==> src/rtl/priority_encoder_4to2_pkg.sv <==
// Shared constants and helpers for the priority encoder slice.
package pe_pkg;

    localparam int PE_N_DEFAULT = 4;

    function automatic int pe_width(input int n);
        return $clog2(n);
    endfunction

endpackage

==> src/rtl/priority_encoder_4to2_if.sv <==
// Request/result bundle between a requester and the registered priority encoder.
interface priority_encoder_4to2_if
    import pe_pkg::*;
#(
    parameter int N = PE_N_DEFAULT
);
    localparam int W = pe_width(N);

    logic         en;
    logic [N-1:0] val;
    logic [W-1:0] y;
    logic         valid;

    modport master (
        output en,
        output val,
        input  y,
        input  valid
    );

    modport slave (
        input  en,
        input  val,
        output y,
        output valid
    );

endinterface

==> src/rtl/priority_encoder_4to2_core.sv <==
// Combinational priority reduction: index of the most-significant set bit.
module priority_encoder_core
    import pe_pkg::*;
#(
    parameter int N = PE_N_DEFAULT,
    localparam int W = pe_width(N)
) (
    input  logic [N-1:0] val,
    output logic [W-1:0] idx,
    output logic         any_set
);

    always_comb begin
        idx     = '0;
        any_set = |val;
        // Ascending scan: a later (higher) set bit overwrites any lower one.
        for (int unsigned i = 0; i < N; i++) begin
            if (val[i]) begin
                idx = W'(i);
            end
        end
    end

endmodule

==> src/rtl/priority_encoder_4to2.sv <==
// Registered priority encoder: one-cycle latency, enable hold, sync active-high reset.
module priority_encoder_4to2
    import pe_pkg::*;
#(
    parameter int N = PE_N_DEFAULT,
    localparam int W = pe_width(N)
) (
    input  logic                   clk,
    input  logic                   rst,
    priority_encoder_4to2_if.slave bus
);

    logic [W-1:0] w_idx;
    logic         w_any;
    logic [W-1:0] r_y;
    logic         r_valid;

    priority_encoder_core #(
        .N (N)
    ) u_core (
        .val     (bus.val),
        .idx     (w_idx),
        .any_set (w_any)
    );

    always_ff @(posedge clk) begin
        if (rst) begin
            r_y     <= '0;
            r_valid <= 1'b0;
        end else if (bus.en) begin
            r_y     <= w_idx;
            r_valid <= w_any;
        end
    end

    assign bus.y     = r_y;
    assign bus.valid = r_valid;

endmodule

==> src/flat_wrapper.sv <==
// flat-port wrapper written by rule: the top's interface ports become plain ports
module priority_encoder_4to2_flat import pe_pkg::*;
#(
    parameter int N = PE_N_DEFAULT,
    localparam int W = pe_width(N)
)
  (clk, rst, bus_en, bus_val, bus_y, bus_valid);
  priority_encoder_4to2_if #(.N(N)) bus_i ();
  input  logic clk;
  input  logic rst;
  input wire logic [$bits(bus_i.en)-1:0] bus_en;
  input wire logic [$bits(bus_i.val)-1:0] bus_val;
  output wire logic [$bits(bus_i.y)-1:0] bus_y;
  output wire logic [$bits(bus_i.valid)-1:0] bus_valid;
  assign bus_i.en = bus_en;
  assign bus_i.val = bus_val;
  assign bus_y = bus_i.y;
  assign bus_valid = bus_i.valid;
  priority_encoder_4to2 #(.N(N)) u_core (.clk(clk), .rst(rst), .bus(bus_i));
endmodule
==> config.mk <==
export PLATFORM = sky130hd
export DESIGN_NAME = priority_encoder_4to2_flat
export DESIGN_NICKNAME = d
export VERILOG_FILES = /design/src/rtl/priority_encoder_4to2_pkg.sv /design/src/rtl/priority_encoder_4to2_if.sv /design/src/rtl/priority_encoder_4to2_core.sv /design/src/rtl/priority_encoder_4to2.sv /design/src/flat_wrapper.sv
export SDC_FILE = /design/constraint.sdc
export NUM_CORES = 1
export LEC_CHECK = 0
export ABC_CLOCK_PERIOD_IN_PS = 1200
export CORE_AREA = 2 2 39 41
export CTS_CLUSTER_SIZE = 25
export DETAILED_ROUTE_END_ITERATION = 16
export DIE_AREA = 0 0 41 43
export GPL_TIMING_DRIVEN = 0
export SLEW_MARGIN = 20
export SYNTH_ARGS = -nofsm -noshare
export SYNTH_HDL_FRONTEND = slang
export SYNTH_HIERARCHICAL = 1
export SYNTH_SLANG_ARGS = --single-unit
==> constraint.sdc <==
create_clock -name clk -period 1.2 [get_ports clk]
set_input_delay 0.18 -clock clk [delete_from_list [all_inputs] [get_ports clk]]
set_output_delay 0.18 -clock clk [all_outputs]
set_load 0.005 [all_outputs]
# ---- Word-level counts from Yosys, hierarchy flattened
# Cells that the tools add are included.
dict set report totals {
  ff_bits 3
  latchBits 0
  ram_bits 0
  romBits 0
  output_inout_bits 3
  elab_cells 6
  memories 0
}
dict set report op_classes {
  add_sub_neg 0
  n_mul 0
  div_mod_pow 0
  order_cmp 0
  eq_ne 0
  shifts 0
  n_mux 3
  bitwise_logic 0
  reduce_logical 1
}
# op count
set op_table {}
lappend op_table {{$mux W2} 2}
lappend op_table {{$reduce_or A4 Y1} 1}
lappend op_table {{$mux W1} 1}

# ---- Logic depth before layout (Yosys ltp)
dict set report depth {
  ltp_word 3
  mapped_depth 4
}

# ---- By module
# Netlist, hierarchy kept.
# module n_inst cells_each area_per_inst_um2
set by_module_without_submodules {}
lappend by_module_without_submodules {priority_encoder_4to2 1 9 101.3}
lappend by_module_without_submodules {priority_encoder_core 1 4 23.8}

# ---- Least setup slack after synthesis
# OpenSTA, ideal clock, no wires.
dict set report synth_path {
  path_type {in2reg}
  from {input bus_val[3]}
  to {register u_core.r_valid, in the netlist u_core/bus.valid}
  setup_ps 114
  arrival_ps 857
  required_ps 1086
  path_slack_ps 229
  stages 4
  path_buffers 0
  cell_sequence {or2_1 > or3_1 > mux2i_1 > nor2_1}
}
dict set report synth_between {
  elab_chain_len 1
}
# element line_no
set synth_rtl {}
lappend synth_rtl {{from (decl)} flat_wrapper.sv:12} ;# input wire logic [$bits(bus_i.val)-1:0] bus_val;
lappend synth_rtl {{$reduce_or A4 Y1} priority_encoder_4to2_core.sv:15} ;# any_set = |val;
lappend synth_rtl {{net u_core.w_any} priority_encoder_4to2.sv:14} ;# logic w_any;
lappend synth_rtl {{to (signal assigned)} priority_encoder_4to2.sv:32} ;# r_valid <= w_any;
lappend synth_rtl {{to (decl)} priority_encoder_4to2.sv:16} ;# logic r_valid;
# The timed path passes the listed nets, and every way through them passes these cells.
# A chain may end at the register's enable or synchronous reset.

# ---- Final worst setup path
dict set report layout_path {
  from {input bus_val[2]}
  to {register u_core.r_valid, in the netlist u_core/bus.valid}
}
# Same word-level chain as after synthesis.

==> metrics.md <==
| Metric | Value |
|---|---|
| Commonest non-fill, non-tap cell in the layout | `dlygate4sd2_1` |
| Leakage | `0.128 nW` |
| Area share of the largest cell type after synthesis | `48.0%` |
| Synth warnings | `6` |
| Area leader, netlist | `dfxtp_1` |
| Rel. slew slack | `88.1%` |
| Slowest-stage cell, CP | `or3_1` |
| WHS | `421 ps` |
| Routability Congestion | `0.564` |
| Design area | `263 sq um` |
| Critical Path AT | `1190 ps` |
| PortBufs | `9` |
| Via count | `136` |
| Grt total ovfl | `0` |
| CTS Buf Count | `3` |
| Setup TNS | `0 ps` |
| Worst vdd rail ir drop | `0.322 mV` |
| PD cells | `1280 nW/um^2` |
| Routed Antenna Nets | `0` |
| Post-DP HPWL | `260 um` |
| CP required | `1320 ps` |
| Die area | `1760 sq um` |
| FILL cells | `160` |
| Placeable Area | `1380 sq um` |
| DRC errors left | `0` |
| Max Clock Skew | `0 ps` |
| CP peak stage delay | `350 ps` |
| CTS tree | `yes` |
| Vias in the first global route | `169` |
| Final Slew Violations | `0` |
| Worst-Margin Slew | `178 ps` |
| Die Ht | `43 um` |
| Critical path class | `primary input to register` |
| Multi-input gate area | `61.3 sq um` |
| Most frequent cells in the layout | `5 x dlygate4sd2_1, 4 x clkdlybuf4s50_1` |
| # IOs | `10` |
| Clock Tree Buf Depth | `2` |
| CTS Root Buffer Type | `clkbuf_4` |
| CP Cell Sequence | `dlygate4sd2_1 > or2_1 > or3_1 > mux2i_1 > nor2_1` |
| Max Clk Rate | `936 MHz` |
| Max Cap Violations | `0` |
| Die width | `41 um` |
| Hold Crit Class | `primary input to register` |
| Min Tclk post-route | `1070 ps` |
| Setup slack at placement | `-261 ps` |
| Drt initial violations | `3` |
| # rows | `14` |
| RSZ-0062 raised after global routing | `false` |
| PnR worst setup slack | `131 ps` |
| Area occupied by registers | `60.1 sq um` |
| Crit. End Element | `register` |
| 1st-pass router iterations | `2` |
| Syn nets | `20` |
| First-pass GRT wire length | `586 um` |
| Setup-failing EPs final | `0` |
| Cells on Worst Hold Path | `4` |
| # H-tree levels | `1` |
| Layout area overhead | `110%` |
| Routed wire length | `356 um` |
| CTS Hold Bufs | `0` |
| Gr usage total | `5.82%` |
| Largest net degree at the start of global routing | `4` |
| Period utilisation layout | `89.1%` |
| Avg Synthesized Cell Area | `9.62 sq um` |
| Startpoint types | `primary input` |
| Starting Density | `9.04%` |
| # diodes | `0` |
| Synth Register Bits | `3` |
| Peak fanout along the critical path | `2` |
| DR WL/cell | `8.28 um` |
| Clk sinks | `3` |
| Syn Inst Count | `13` |
| Register clock-pin slew on the reported worst setup and hold paths | `40 ps` |
| Nets | `35` |
| Initial antenna violation count | `0` |
| Final hold vios | `0` |
| Post-synthesis instance area | `125 sq um` |
| Share of cells above drive strength 1 | `14.8%` |
| Clock Latency Late Sink | `230 ps` |
| Worst-case reg-to-reg path depth | `2` |
| DP Area | `235 sq um` |
| Status | `completed` |
| Post-synthesis sequential area ratio | `48.0%` |
| Post-synthesis cell type count | `7` |
| Largest cells by area after synthesis | `dfxtp_1 48%, mux2i_1 24%, nor2_1 9.0%, a21o_1 6.0%, or2_1 5.0%` |
| DR vias/cell | `3.16` |
sequential cells by signal, summed over array words and instances, names as in the netlist:
register	flops
u_core/bus.y	2
u_core/bus.valid	1
what timing repair did:
action                                  4_1_cts  5_1_grt
setup buffers                                 1        0
gates resized for setup                       5        0
hold endpoints to repair                      0        0
endpoints found under the setup margin        4        0
routing by layer:
layer | up-vias | GRT usage [%] | wire length (um)
met4 | 0 | 8.00 | 0
met5 | - | 0 | 0
met1 | 58 | 4.82 | 139
li1 | 70 | - | -
met3 | 0 | 4.71 | 60
met2 | 8 | 6.88 | 156
critical path, delay by kind of cell:
kind          cells  cell delay [ps]
buf+inv           1              240
simple gates      3              640
mux               1              130
path summary, 6_finish.rpt:
path | startpoint | endpoint | slack, ps
max reg2reg | u_core/bus.y[1] | u_core/bus.y[1] | 610
max | bus_val[2] | u_core/bus.valid | 130
min | bus_val[3] | u_core/bus.y[0] | 420
min reg2reg | u_core/bus.valid | u_core/bus.valid | 490
power by group:
group          switching (mW)  internal (mW)
logic                  0.0165         0.0327
clock network          0.0509          0.125
registers             0.00295          0.108
total                  0.0704          0.265
kinds of logic (layout without fill, tap and decap cells):
| group | count (synthesis) | after routing | share of synthesized area (%) |
|---|---|---|---|
| mux | 3 | 3 | 24.0 |
| simple gates | 5 | 5 | 19.0 |
| buf+inv | 1 | 15 | 3.00 |
| flops | 3 | 3 | 48.0 |
| compound gates | 1 | 1 | 6.00 |
stage by stage:
stage               utilization, %  total power, mW  std cells
CTS                           19.0            0.347         43
floorplan                        -            0.127         13
detailed placement            17.0            0.168         38
global route                  19.0            0.369         43
finish                        19.0            0.336         43
global placement              17.0            0.167         38
final cells by class:
| type | count | share of cell area (%) |
|---|---|---|
| clock buffer | 4 | 10.0 |
| inverter | 1 | 1.43 |
| multi-input combinational | 9 | 23.3 |
| tap | 16 | 7.62 |
| timing repair buffer | 10 | 34.8 |
| sequential | 3 | 22.9 |
Yosys cell counts:
library cell / count
a21o_1: 1
dfxtp_1: 3
inv_1: 1
mux2i_1: 3
nor2_1: 3
or2_1: 1
or3_1: 1
Note: power is estimated with default switching activity, not from simulation.
